## config.mk

```make
export PLATFORM = sky130hd
export DESIGN_NAME = oam_dma_ctrl_flat
export DESIGN_NICKNAME = d
export VERILOG_FILES = /design/src/rtl/nes_pkg.sv /design/src/rtl/oam_dma_ctrl_if.sv /design/src/rtl/oam_dma_ctrl.sv /design/src/flat_wrapper.sv
export SDC_FILE = /design/constraint.sdc
export NUM_CORES = 1
export LEC_CHECK = 0
export CORE_ASPECT_RATIO = 1.25
export CORE_MARGIN = 2
export CORE_UTILIZATION = 35
export CTS_CLUSTER_DIAMETER = 30
export CTS_CLUSTER_SIZE = 8
export DETAILED_ROUTE_END_ITERATION = 6
export PLACE_DENSITY = 0.83
export SYNTH_ARGS = -nofsm -noshare
export SYNTH_HDL_FRONTEND = slang
export SYNTH_SLANG_ARGS = --single-unit
```

## constraint.sdc

```tcl
create_clock -name clk -period 1.8 [get_ports clk]
set_clock_uncertainty 0.15 [all_clocks]
set_input_delay 0.54 -clock clk [delete_from_list [all_inputs] [get_ports clk]]
set_output_delay 0.54 -clock clk [all_outputs]
set_load 0.005 [all_outputs]
```

## src/rtl/nes_pkg.sv

```systemverilog
// Shared NES definitions: OAM DMA state encoding and the fixed bus addresses
// involved in a sprite DMA.
package nes_pkg;

    typedef enum logic [2:0] {
        DMA_IDLE,
        DMA_HALT,
        DMA_ALIGN,
        DMA_READ,
        DMA_WRITE
    } dma_state_t;

    localparam logic [15:0] OAMDMA_ADDR  = 16'h4014;
    localparam logic [15:0] OAMDATA_ADDR = 16'h2004;

endpackage

```

## src/rtl/oam_dma_ctrl_if.sv

```systemverilog
// CPU-side bus signals seen by the OAM DMA sequencer.
// master = the DMA block; slave = the system/top level that owns WRAM and the mux.
interface oam_dma_ctrl_if;

    logic        ce;
    logic [15:0] cpu_addr;
    logic        cpu_we;
    logic [7:0]  cpu_wdata;
    logic [7:0]  bus_rdata;
    logic        cpu_rdy;
    logic        dma_active;
    logic [15:0] dma_addr;
    logic        dma_we;
    logic [7:0]  dma_wdata;
    logic        dma_done;

    modport master (
        input  ce, cpu_addr, cpu_we, cpu_wdata, bus_rdata,
        output cpu_rdy, dma_active, dma_addr, dma_we, dma_wdata, dma_done
    );

    modport slave (
        output ce, cpu_addr, cpu_we, cpu_wdata, bus_rdata,
        input  cpu_rdy, dma_active, dma_addr, dma_we, dma_wdata, dma_done
    );

endinterface

```

## src/rtl/oam_dma_ctrl.sv

```systemverilog
// Sprite (OAM) DMA sequencer. A CPU write to DMA_REG_ADDR halts the CPU and
// copies 256 bytes from page {page,8'h00} to OAM_DATA_ADDR, one read/write
// pair per byte, with an optional alignment cycle set by the get/put parity.
module oam_dma_ctrl
    import nes_pkg::*;
#(
    parameter logic [15:0] DMA_REG_ADDR  = OAMDMA_ADDR,
    parameter logic [15:0] OAM_DATA_ADDR = OAMDATA_ADDR
) (
    input  logic          clk,
    input  logic          reset_n,
    oam_dma_ctrl_if.master bus
);

    dma_state_t state_q, state_d;
    logic [7:0] idx_q, idx_d;
    logic [7:0] page_q, page_d;
    logic       parity_q, parity_d;
    logic       done_q, done_d;

    // State register; everything advances only on a CPU-cycle enable.
    always_ff @(posedge clk or negedge reset_n) begin
        if (!reset_n) begin
            state_q  <= DMA_IDLE;
            idx_q    <= 8'h00;
            page_q   <= 8'h00;
            parity_q <= 1'b0;
            done_q   <= 1'b0;
        end else if (bus.ce) begin
            // NOTE: non-blocking here so every flop samples pre-edge values.
            state_q  <= state_d;
            idx_q    <= idx_d;
            page_q   <= page_d;
            parity_q <= parity_d;
            done_q   <= done_d;
        end
    end

    // Next-state logic: trigger detection, alignment decision and byte counting.
    always_comb begin
        // NOTE: defaults first so no path through the case can infer a latch.
        state_d  = state_q;
        idx_d    = idx_q;
        page_d   = page_q;
        parity_d = ~parity_q;
        done_d   = 1'b0;

        unique case (state_q)
            DMA_IDLE: begin
                if (bus.cpu_we && (bus.cpu_addr == DMA_REG_ADDR)) begin
                    page_d  = bus.cpu_wdata;
                    state_d = DMA_HALT;
                end
            end
            DMA_HALT:  state_d = parity_q ? DMA_ALIGN : DMA_READ;
            DMA_ALIGN: state_d = DMA_READ;
            DMA_READ:  state_d = DMA_WRITE;
            DMA_WRITE: begin
                if (idx_q == 8'hFF) begin
                    idx_d   = 8'h00;
                    done_d  = 1'b1;
                    state_d = DMA_IDLE;
                end else begin
                    idx_d   = idx_q + 8'd1;
                    state_d = DMA_READ;
                end
            end
            default:   state_d = DMA_IDLE;
        endcase
    end

    // Bus outputs decoded from the registered state, so they freeze with ce=0.
    // HALT/ALIGN already present the first source address rather than $0000.
    always_comb begin
        bus.cpu_rdy    = 1'b1;
        bus.dma_active = 1'b0;
        bus.dma_addr   = 16'h0000;
        bus.dma_we     = 1'b0;
        bus.dma_wdata  = 8'h00;
        bus.dma_done   = done_q;

        unique case (state_q)
            DMA_IDLE: ;
            DMA_HALT, DMA_ALIGN, DMA_READ: begin
                bus.cpu_rdy    = 1'b0;
                bus.dma_active = 1'b1;
                bus.dma_addr   = {page_q, idx_q};
            end
            DMA_WRITE: begin
                bus.cpu_rdy    = 1'b0;
                bus.dma_active = 1'b1;
                bus.dma_addr   = OAM_DATA_ADDR;
                bus.dma_we     = 1'b1;
                bus.dma_wdata  = bus.bus_rdata;
            end
            default: ;
        endcase
    end

endmodule
```

## src/flat_wrapper.sv

```systemverilog
// flat-port wrapper written by rule: the top's interface ports become plain ports
module oam_dma_ctrl_flat import nes_pkg::*;
#(
    parameter logic [15:0] DMA_REG_ADDR  = OAMDMA_ADDR,
    parameter logic [15:0] OAM_DATA_ADDR = OAMDATA_ADDR
)
  (clk, reset_n, bus_ce, bus_cpu_addr, bus_cpu_we, bus_cpu_wdata, bus_bus_rdata, bus_cpu_rdy, bus_dma_active, bus_dma_addr, bus_dma_we, bus_dma_wdata, bus_dma_done);
  oam_dma_ctrl_if bus_i ();
  input  logic clk;
  input  logic reset_n;
  input wire logic [$bits(bus_i.ce)-1:0] bus_ce;
  input wire logic [$bits(bus_i.cpu_addr)-1:0] bus_cpu_addr;
  input wire logic [$bits(bus_i.cpu_we)-1:0] bus_cpu_we;
  input wire logic [$bits(bus_i.cpu_wdata)-1:0] bus_cpu_wdata;
  input wire logic [$bits(bus_i.bus_rdata)-1:0] bus_bus_rdata;
  output wire logic [$bits(bus_i.cpu_rdy)-1:0] bus_cpu_rdy;
  output wire logic [$bits(bus_i.dma_active)-1:0] bus_dma_active;
  output wire logic [$bits(bus_i.dma_addr)-1:0] bus_dma_addr;
  output wire logic [$bits(bus_i.dma_we)-1:0] bus_dma_we;
  output wire logic [$bits(bus_i.dma_wdata)-1:0] bus_dma_wdata;
  output wire logic [$bits(bus_i.dma_done)-1:0] bus_dma_done;
  assign bus_i.ce = bus_ce;
  assign bus_i.cpu_addr = bus_cpu_addr;
  assign bus_i.cpu_we = bus_cpu_we;
  assign bus_i.cpu_wdata = bus_cpu_wdata;
  assign bus_i.bus_rdata = bus_bus_rdata;
  assign bus_cpu_rdy = bus_i.cpu_rdy;
  assign bus_dma_active = bus_i.dma_active;
  assign bus_dma_addr = bus_i.dma_addr;
  assign bus_dma_we = bus_i.dma_we;
  assign bus_dma_wdata = bus_i.dma_wdata;
  assign bus_dma_done = bus_i.dma_done;
  oam_dma_ctrl #(.DMA_REG_ADDR(DMA_REG_ADDR), .OAM_DATA_ADDR(OAM_DATA_ADDR)) u_core (.clk(clk), .reset_n(reset_n), .bus(bus_i));
endmodule
```

### Word level (Yosys, flattened, before mapping)

Index checks and enable logic that the tools add are counted.

* bits of input ports: 36
* output and inout bits: 28
* flip-flop bits (word level): 21

* add/sub/neg operators: 1
* multiplexer cells: 12
* bitwise operators: 1
* reductions and logical operators: 7
* equality and inequality tests: 7

Operators by type and width (count)
* $pmux 16 s2: 1
* $eq 16x15->1 const B: 1
* $mux 8: 2
* $pmux 3 s5: 1
* $add 8x1->8 const B: 1
* $eq 8x8->1 const B: 1
* $eq 3x2->1 const B: 2
* $mux 1: 6
* $reduce_and 2->1: 2
* $reduce_or 4->1: 1
* $eq 3x1->1 const B: 1
* $eq 3x3->1 const B: 1
* $logic_not 3->1: 1
* $mux 3: 1
* $reduce_and 3->1: 1
* $reduce_or 3->1: 1
* $mux 2: 1
* $ne 2x1->1 const B: 1
* $logic_and 1x1->1: 1
* $not 1->1: 1

### Depth between registers and ports, before layout

Gate-level depths: netlist of run 1.

* depth after elaboration: 4
* gate-level depth with buffers: 6
* gate-level depth less buffers: 6

### Worst setup path after synthesis of run 1

OpenSTA, ideal clock, no wires.

* path type: in2reg
* start: input port bus_ce
* end: register u_core.page_q[0]
* data arrival time: 1728 ps
* data required time: 1525 ps
* path slack: -202 ps
* stages on the path: 5
* path buffers: 1
* cell sequence: buf_4 > nor4b_2 > nand4b_1 > nor3_4 > mux2_2

* cells in the longest elaborated chain, start to end: 1

Ends and longest elaborated chain
* start: declaration: RTL line flat_wrapper.sv:11 `input wire logic [$bits(bus_i.ce)-1:0] bus_ce;`
* $reduce_and 3->1 (no source line)
* end signal: assignment: RTL line oam_dma_ctrl.sv:33 `page_q <= page_d;`
* end: declaration: RTL line oam_dma_ctrl.sv:17 `logic [7:0] page_q, page_d;`

Every way passes these cells.
A chain may end at the register's enable or synchronous reset.

### Worst setup path after layout of run 1

* start: register u_core.state_q[2]
* end: output port bus_dma_addr[3]

* cells in the longest elaborated chain, start to end: 3

Ends and longest elaborated chain
* start: declaration: RTL line oam_dma_ctrl.sv:15 `dma_state_t state_q, state_d;`
* start signal: assignment: RTL line oam_dma_ctrl.sv:31 `state_q <= state_d;`
* $eq 3x1->1 or $eq 3x2->1 (tied branches): RTL line oam_dma_ctrl.sv:82 `unique case (state_q)`
* $reduce_or 3->1: RTL line oam_dma_ctrl.sv:82
* $pmux 16 s2 *: RTL line oam_dma_ctrl.sv:82
* end: declaration: RTL line flat_wrapper.sv:18 `output wire logic [$bits(bus_i.dma_addr)-1:0] bus_dma_addr;`

Every way passes the cells marked *; elsewhere a longest branch is shown, timed or not.

==> results of run 1 <==
[logic make-up (layout without fill, tap and decap cells)]
group,count (synthesis),after routing
xor gates and xnor gates,4,4
muxes,10,10
DFF,21,21
buffers and inverters,10,112
AOI/OAI and AO/OA,20,20
adders and majority gates,1,1
and+or+nand+nor,60,60
[layout make-up]
class                           count  area (sq um)  share of cell area
Tap cell                           39          48.8              0.0188
Clock buffer                        3          41.3              0.0159
Timing Repair Buffer              104          1010               0.389
Multi-Input combinational cell     95           942               0.363
Sequential cell                    21           531               0.205
Inverter                            4          15.0             0.00579
Clock inverter                      1          7.51             0.00289
[what timing repair did]
action / CTS / global route
setup buffers: 15 / 6
gates cloned: 2 / 0
resized for setup: 227 / 57
endpoints found under the setup margin: 41 / 45
pin swaps: 28 / 16
[stage by stage]
stage / area, sq um / instances / setup WS (ns)
after floorplan: 1240 / 126 / -0.179
after global routing: 2590 / 267 / -0.385
after detailed placement: 2040 / 243 / -0.702
final: 2590 / 267 / -0.353
after global placement: 2040 / 243 / -0.638
after CTS: 2360 / 263 / -0.379
[cells in the mapped netlist, drive strengths merged, types with 2 or more instances]
| library cell | number |
|---|---|
| clkbuf | 2 |
| nor2 | 6 |
| mux2i | 2 |
| buf | 4 |
| inv | 4 |
| o31ai | 2 |
| a21o | 3 |
| mux2 | 8 |
| nand2 | 10 |
| nor3 | 5 |
| nor4b | 2 |
| xor2 | 3 |
| dfrtp | 21 |
| and2 | 23 |
| o21ai | 8 |
| nand3 | 6 |
| a21oi | 3 |
[routing by layer]
metal  vias up  GRT usage  wire (microns)
met1       682      0.246            1900
met3        12     0.0259             180
li1        639          -               -
met4         0     0.0594             125
met5         -          0               0
met2        54      0.388            2690
[power by group]
| group | internal, mW | total [mW] | switching, mW |
|---|---|---|---|
| logic | 0.928 | 1.60 | 0.667 |
| registers | 0.549 | 0.646 | 0.0974 |
| clock network | 0.156 | 0.317 | 0.161 |
| total | 1.63 | 2.56 | 0.926 |
[path summary, 6_finish.rpt]
check,slack (ns),cells after the start,to
min,0.35,1,u_core.parity_q
min in group asynchronous,0.51,2,u_core.page_q[5]
max reg2reg,-0.21,8,u_core.idx_q[7]
max,-0.35,6,bus_dma_addr[3]
min reg2reg,0.35,1,u_core.parity_q
max in group asynchronous,0.74,2,u_core.idx_q[0]
[flip-flops by register name, summed over array words and instances (netlist names)]
name and flops:
u_core.page_q 8, u_core.state_q 3, u_core.idx_q 8, u_core.bus.dma_done 1, u_core.parity_q 1
==> results_dict.tcl, run 1 <==
set metrics [dict create \
    layout_setup_ws_ns -0.353 \
    fin_crit_sh 1.20 \
    total_power_mw 2.56 \
    row_count 24 \
    antenna_cells 0 \
    cpMostUsedCell "buf_6" \
    drt-total-wl_microns 4890 \
    clock-sinks 21 \
    async_reset_ff_frac 1.00 \
    finalCoreUtilization 0.758 \
    yosysSeqAreaShare 0.429 \
    cts_hold_buf 0 \
    cp.required_ns 1.11 \
    synth_xor_xnor_area_share 0.0286 \
    synth_top_family_by_area "simple AND/OR/NAND/NOR gates" \
    drive_above_1_share 0.627 \
    postRouteAntennaNets 0 \
    ir_drop_v 0.00112 \
    antenna_found_initial 0 \
    synth-warning-count 0 \
    grt_start_max_net_pins 22 \
    status "complete, but fails checks" \
    setup.worst_path.end_class "output port" \
    cts_tree "built" \
    cp_cell_sequence "buf_6 > nor2_4 > buf_6 > buf_6 > and2_4 > buf_6" \
    fmax_mhz 464 \
    dieArea_sq_um 3990 \
    vias 1387 \
    clkTransAtPathRegs_ns 0.08 \
    netlist.area_leader.share 0.429 \
    start_util 0.358 \
    slew_headroom 0.742 \
    cts_max_path_buffers 2 \
    critical_path.top_delay_family "buffers and inverters" \
    period_minus_slack_ns 2.15 \
    viasPerCell 5.19 \
    synth.mux.area_fraction 0.0899 \
    fill_cells 221 \
    tightestPinTransition_ns 0.384 \
    hold_slack_ns 0.349 \
    dr.pass1.iters 4 \
    layout_commonest_cell "buf_6" \
    rsz0062_at_grt "yes" \
    setup_viol 43 \
    static-leakage-power_nw 1.23 \
    grt_pass1_vias 1387 \
    worstSetupPathType "flip-flop to output port" \
    yosys.area.top_type "dfrtp_1" \
    io_pins 64 \
    design.core.area_sq_um 3420 \
    setup_tns_ns -8.66 \
    hpwl_microns 2400 \
    synth_edf_count 0 \
    min_from "u_core.parity_q" \
    cts_buffers 3 \
    cp_max_fo 4 \
    startpoint "u_core.state_q[2]" \
    synth-simple-area-share 0.295 \
    mostFrequentLayoutCells "buf_6 (46), and2_4 (22), buf_4 (21), clkdlybuf4s50_1 (17), dfrtp_1 (17)" \
    syn2layout_area_growth_pct 112 \
    drc 0 \
    drv_slew 0 \
    synth.area.top_cells "dfrtp_1 (43%), and2_1 (12%), mux2_2 (7.4%)" \
    htree_levels 1 \
    hold_class "flip-flop to flip-flop" \
    crit_path_start_kind "flip-flop" \
    drt_iter0_markers 43 \
    timing.final.hold_violations 0 \
    ys_types 35 \
    dieHeight_microns 70.1 \
    io_buffers 63 \
    pwr_density_cell_nw_per_um2 987 \
    ys_ff_latch 21 \
    syn_area_sq_um 1220 \
    synth.avg_cell_area_sq_um 9.72 \
    violations "negative setup slack" \
    grt_pass1_wl_microns 6640 \
    post_drt_wl_per_cell_microns 18.3 \
    synth_fp_nets 163 \
    dieWidth_microns 56.9 \
    fin_nets 266 \
    clk_latency_ns 0.26 \
    synthesis.instances 126 \
    crit_path_top_delay_cell "dfrtp_2" \
    grt_overflow 0 \
    synth_fa_ha_area_frac 0.0102 \
    cap_violations 0 \
    place.gp.congestion 0.850 \
    slowest_delay_ns 0.45 \
    arrival_ns 1.46 \
    cts-root-buf "clkbuf_8" \
    r2r-start "u_core.state_q[1]" \
    synth-compound-area-share 0.103 \
    grt_usage 0.209 \
    synth_ff_type "dfrtp_1" \
    crit_buf_inv 4 \
]
Power figures use the tool's default switching activity.
==> run 2, diff against run 1 <==
--- a/config.mk
+++ b/config.mk
@@ -5,12 +5,15 @@
 export SDC_FILE = /design/constraint.sdc
 export NUM_CORES = 1
 export LEC_CHECK = 0
+export CELL_PAD_IN_SITES_DETAIL_PLACEMENT = 1
+export CELL_PAD_IN_SITES_GLOBAL_PLACEMENT = 1
 export CORE_ASPECT_RATIO = 1.25
 export CORE_MARGIN = 2
-export CORE_UTILIZATION = 35
+export CORE_UTILIZATION = 25
 export CTS_CLUSTER_DIAMETER = 30
 export CTS_CLUSTER_SIZE = 8
 export DETAILED_ROUTE_END_ITERATION = 6
+export HOLD_SLACK_MARGIN = 0.15
 export PLACE_DENSITY = 0.83
 export SYNTH_ARGS = -nofsm -noshare
 export SYNTH_HDL_FRONTEND = slang
==> results_dict.tcl, run 2 (same netlist as run 1, synthesis figures left out) <==
set metrics [dict create \
    cap_violations 0 \
    timing.final.hold_violations 0 \
    worstSetupPathType "flip-flop to output port" \
    cp_max_fo 4 \
    drt_iter0_markers 22 \
    htree_levels 1 \
    layout_setup_ws_ns -0.484 \
    clock-sinks 21 \
    grt_start_max_net_pins 22 \
    r2r-start "u_core.state_q[1]" \
    grt_overflow 0 \
    grt_pass1_wl_microns 7160 \
    hold_class "flip-flop to flip-flop" \
    cts_hold_buf 0 \
    clk_latency_ns 0.27 \
    tightestPinTransition_ns 0.283 \
    status "complete, but fails checks" \
    cellInternalPower_mw 1.49 \
    ir_drop_v 0.000472 \
    seqPwrFrac 0.272 \
    postRouteAntennaNets 0 \
    syn2layout_area_growth_pct 94.7 \
    grtUsageMet1 0.177 \
    io_pins 64 \
    violations "negative setup slack" \
    row_count 28 \
    post_drt_wl_per_cell_microns 16.6 \
    combPwrFrac 0.587 \
    worstRegToRegCells 9 \
    grt_pass1_vias 1526 \
    antenna_cells 0 \
    cts_buffers 3 \
    fill_cells 539 \
    dieHeight_microns 82.3 \
    drv_slew 0 \
    cts_max_path_buffers 2 \
    layout_commonest_cell "buf_6" \
    design.core.area_sq_um 4730 \
    drt-total-wl_microns 4650 \
    io_buffers 63 \
    place.gp.congestion 0.810 \
    period_minus_slack_ns 2.28 \
    hold_slack_ns 0.355 \
    setup_viol 43 \
    slew_headroom 0.811 \
    power.switching_mw 0.846 \
    dp.cells 263 \
    use_met2 0.357 \
    cts-root-buf "clkbuf_8" \
    dr.pass1.iters 4 \
    final_cell_count_no_fill 280 \
    vias 1305 \
    grt_usage 0.177 \
    drive_above_1_share 0.445 \
    hold_path_depth 1 \
    cp.required_ns 1.11 \
    start_util 0.259 \
    arrival_ns 1.59 \
    setup.worst_path.end_class "output port" \
    fin_nets 258 \
    clkTransAtPathRegs_ns 0.08 \
    grtUsageMet3 0.0271 \
    pwr_density_cell_nw_per_um2 978 \
    busiest_layer "met2" \
    top_regs "u_core.idx_q (8), u_core.page_q (8), u_core.state_q (3)" \
    min_from "u_core.idx_q[6]" \
    hpwl_microns 2930 \
    crit_path_start_kind "flip-flop" \
    rsz0062_at_grt "yes" \
    fmax_mhz 438 \
    mostFrequentLayoutCells "buf_6 (22), dlygate4sd2_1 (20), buf_4 (20), dfrtp_1 (19), clkdlybuf4s50_1 (17)" \
    cts_tree "built" \
    viasPerCell 4.66 \
    p_sw_frac 0.363 \
    dieWidth_microns 66.6 \
    reg2reg_to "u_core.idx_q[7]" \
    drc 0 \
    dieArea_sq_um 5480 \
    static-leakage-power_nw 1.18 \
    antenna_found_initial 0 \
    min_to "u_core.idx_q[6]" \
    fin_crit_sh 1.27 \
    clkPwrFrac 0.140 \
    rrSetupSlack_ns -0.28 \
]
-- run 2: cell types whose count changed in the layout (fill, tap and decap cells not counted), sizes merged --
cell / change
clkbuf: +1
clkinvlp: -1
buf: -23
clkdlybuf4s15: +1
dlygate4sd2: +14
-- run 2: layout make-up --
class / count / area [sq um] / area share
inverters: 4 / 15.0 / 0.00630
multi-input cells: 95 / 833 / 0.349
repair buffers: 96 / 888 / 0.373
flip-flops and latches: 21 / 528 / 0.221
well taps: 60 / 75.1 / 0.0315
clock buffers: 4 / 45.0 / 0.0189
-- run 2: stage by stage --
| stage | setup TNS, ns | setup slack (ns) | instance area, sq um | power (mW) | util |
|---|---|---|---|---|---|
| floorplan | -1.44 | -0.179 | 1240 | 1.04 | - |
| global placement | -16.93 | -0.673 | 2060 | 1.52 | 0.435 |
| detailed placement | -18.09 | -0.707 | 2060 | 1.56 | 0.435 |
| CTS | -13.29 | -0.490 | 2290 | 2.24 | 0.485 |
| global route | -15.29 | -0.544 | 2380 | 2.49 | 0.504 |
| finish | -12.57 | -0.484 | 2380 | 2.33 | 0.504 |
-- run 2: per-layer routing --
| layer | routed length [microns] | vias to the layer above |
|---|---|---|
| li1 | - | 618 |
| met5 | 0 | - |
| met2 | 2700 | 34 |
| met3 | 227 | 5 |
| met1 | 1670 | 648 |
| met4 | 59 | 0 |
-- run 2: power by group through the flow --
| stage | Sequential, mW | Combinational, mW | Clock (mW) |
|---|---|---|---|
| after global placement | 0.624 | 0.892 | 0 |
| after detailed placement | 0.632 | 0.930 | 0 |
| after CTS | 0.630 | 1.28 | 0.324 |
| after global routing | 0.645 | 1.48 | 0.361 |
| final | 0.635 | 1.37 | 0.327 |
| after floorplan | 0.588 | 0.448 | 0 |
-- run 2: timing repair --
action / CTS / global route
resized for setup: 152 / 31
buffers inserted: 13 / 2
gates cloned: 2 / 0
pin swaps: 20 / 16
endpoints found under the setup margin: 41 / 44
-- run 2: critical path: stages, from the launching register on --
cell and delay (ns):
dfrtp_2 0.44, nor2_2 0.13, nor2_2 0.07, buf_6 0.13
buf_4 0.13, and2_1 0.16, dlygate4sd2_1 0.26
-- run 2: how the worst max path moves through the flow --
stage,from,end
after floorplan,bus_ce,u_core.page_q[0]
after global placement,bus_cpu_we,u_core.page_q[6]
after detailed placement,bus_cpu_addr[1],u_core.page_q[6]
after CTS,u_core.state_q[0],bus_dma_wdata[5]
after global routing,u_core.state_q[1],bus_dma_addr[15]
final,u_core.state_q[1],bus_dma_addr[7]
==> run 3, diff against run 2 <==
--- a/config.mk
+++ b/config.mk
@@ -15,6 +15,7 @@
 export DETAILED_ROUTE_END_ITERATION = 6
 export HOLD_SLACK_MARGIN = 0.15
 export PLACE_DENSITY = 0.83
+export SETUP_SLACK_MARGIN = 0.15
 export SYNTH_ARGS = -nofsm -noshare
 export SYNTH_HDL_FRONTEND = slang
 export SYNTH_SLANG_ARGS = --single-unit
==> results_dict.tcl, run 3 (same netlist as run 1, synthesis figures left out) <==
set metrics [dict create \
    crit_path_start_kind "flip-flop" \
    ir_drop_v 0.000491 \
    vias 1405 \
    drive_above_1_share 0.651 \
    clock-sinks 21 \
    violations "negative setup slack" \
    drt_iter0_markers 17 \
    start_util 0.259 \
    slowest_delay_ns 0.46 \
    drt-total-wl_microns 5420 \
    setup.worst_path.end_class "output port" \
    hpwl_microns 3000 \
    io_buffers 63 \
    critical_path.top_delay_family "flip-flops" \
    fill_cells 504 \
    place.gp.congestion 0.770 \
    dieArea_sq_um 5480 \
    fmax_mhz 452 \
    design.core.area_sq_um 4730 \
    slew_headroom 0.807 \
    cp_max_fo 4 \
    crit_buf_inv 4 \
    grt_start_max_net_pins 22 \
    viasPerCell 4.81 \
    grt_pass1_vias 1541 \
    tightestPinTransition_ns 0.289 \
    crit_path_top_delay_cell "dfrtp_2" \
    top_regs "u_core.idx_q (8), u_core.page_q (8), u_core.state_q (3)" \
    clk_latency_ns 0.26 \
    cap_violations 0 \
    status "complete, but fails checks" \
    cp_cell_sequence "nor3b_4 > buf_6 > buf_6 > buf_6 > and2_4 > buf_6" \
    fin_crit_sh 1.23 \
    grt_overflow 0 \
    fin_nets 270 \
    layout_commonest_cell "buf_6" \
    arrival_ns 1.52 \
    dieHeight_microns 82.3 \
    period_minus_slack_ns 2.21 \
    finalCoreUtilization 0.573 \
    htree_levels 1 \
    row_count 28 \
    pwr_density_cell_nw_per_um2 951 \
    hold_class "flip-flop to flip-flop" \
    layout_setup_ws_ns -0.413 \
    cts_buffers 3 \
    cts_tree "built" \
    timing.final.hold_violations 0 \
    cts-root-buf "clkbuf_8" \
    drc 0 \
    postRouteAntennaNets 0 \
    static-leakage-power_nw 1.30 \
    setup_viol 44 \
    io_pins 64 \
    clkTransAtPathRegs_ns 0.08 \
    antenna_cells 0 \
    post-place-ws_ns -0.783 \
    mostFrequentLayoutCells "buf_6 (48), buf_4 (22), and2_4 (21), dfrtp_1 (18), clkdlybuf4s50_1 (17)" \
    cts_max_path_buffers 2 \
    worstSetupPathType "flip-flop to output port" \
    drv_slew 0 \
    cts_hold_buf 0 \
    cp.required_ns 1.11 \
    antenna_found_initial 0 \
    rsz0062_at_grt "yes" \
    grt_usage 0.192 \
    dr.pass1.iters 4 \
    grt_pass1_wl_microns 7990 \
    post_drt_wl_per_cell_microns 18.6 \
    dieWidth_microns 66.6 \
    cpMostUsedCell "buf_6" \
    syn2layout_area_growth_pct 121 \
]
[run 3: cell count changes in the layout (fill, tap and decap cells not counted), sizes merged]
cell and delta:
clkdlybuf4s15 -5, clkbuf -1, buf +27, dlygate4sd2 -10, clkinv +1
[run 3: routing by layer]
metal / GRT usage / vias to the layer above / part of all wire
li1: - / 645 / -
met5: 0 / - / 0
met3: 0.0298 / 2 / 0.056
met2: 0.388 / 45 / 0.59
met1: 0.210 / 713 / 0.35
met4: 0.0286 / 0 / 0.0020
[run 3: power breakdown]
group / leakage [nW] / total [mW] / switching (mW) / internal [mW]
Sequential: 0.280 / 0.648 / 0.101 / 0.547
Combinational: 0.996 / 1.60 / 0.694 / 0.911
Clock: 0.0255 / 0.326 / 0.171 / 0.155
[run 3: final cells by class]
| class | count | area, sq um | area share |
|---|---|---|---|
| Tap cell | 60 | 75.1 | 0.0277 |
| Clock buffer | 3 | 41.3 | 0.0152 |
| Timing Repair Buffer | 108 | 1040 | 0.383 |
| Clock inverter | 1 | 5.00 | 0.00185 |
| Multi-Input combinational cell | 95 | 1010 | 0.371 |
| Inverter | 4 | 15.0 | 0.00554 |
| Sequential cell | 21 | 529 | 0.195 |
[run 3: final timing paths]
path	from	endpoint	slack, ns	depth (start not counted)
worst min-delay path	u_core.bus.dma_done	u_core.bus.dma_done	0.37	2
worst max-delay path	u_core.state_q[0]	bus_dma_wdata[2]	-0.41	6
min in group asynchronous	reset_n	u_core.idx_q[3]	0.47	2
max in group asynchronous	reset_n	u_core.state_q[0]	0.78	2
worst min register to register	u_core.bus.dma_done	u_core.bus.dma_done	0.37	2
worst max register to register	u_core.state_q[0]	u_core.idx_q[7]	-0.19	8
[run 3: timing repair]
action                     CTS  global route
buffers inserted            17             5
gates resized for setup    240            33
setup endpoints to repair   46            47
cloned                       1             0
pin swaps                   33            12
[run 3: worst register-to-register path: cells and delay by family (launching register included)]
| family | cells | cell delay, ns |
|---|---|---|
| AOI/OAI and AO/OA | 2 | 0.36 |
| buffers and inverters | 3 | 0.35 |
| DFF | 1 | 0.46 |
| and+or+nand+nor | 3 | 0.55 |
[run 3: stage by stage]
step	std cells	area (sq um)	total power, mW	hold slack, ns	setup TNS, ns
2_1_floorplan	126	1290	1.14	0.0944	-1.44
3_3_place_gp	265	2110	1.61	0.313	-18.89
3_5_place_dp	265	2110	1.65	0.335	-20.23
4_1_cts	287	2520	2.41	0.347	-9.43
5_1_grt	292	2710	2.72	0.392	-12.79
6_report	292	2710	2.58	0.372	-10.42
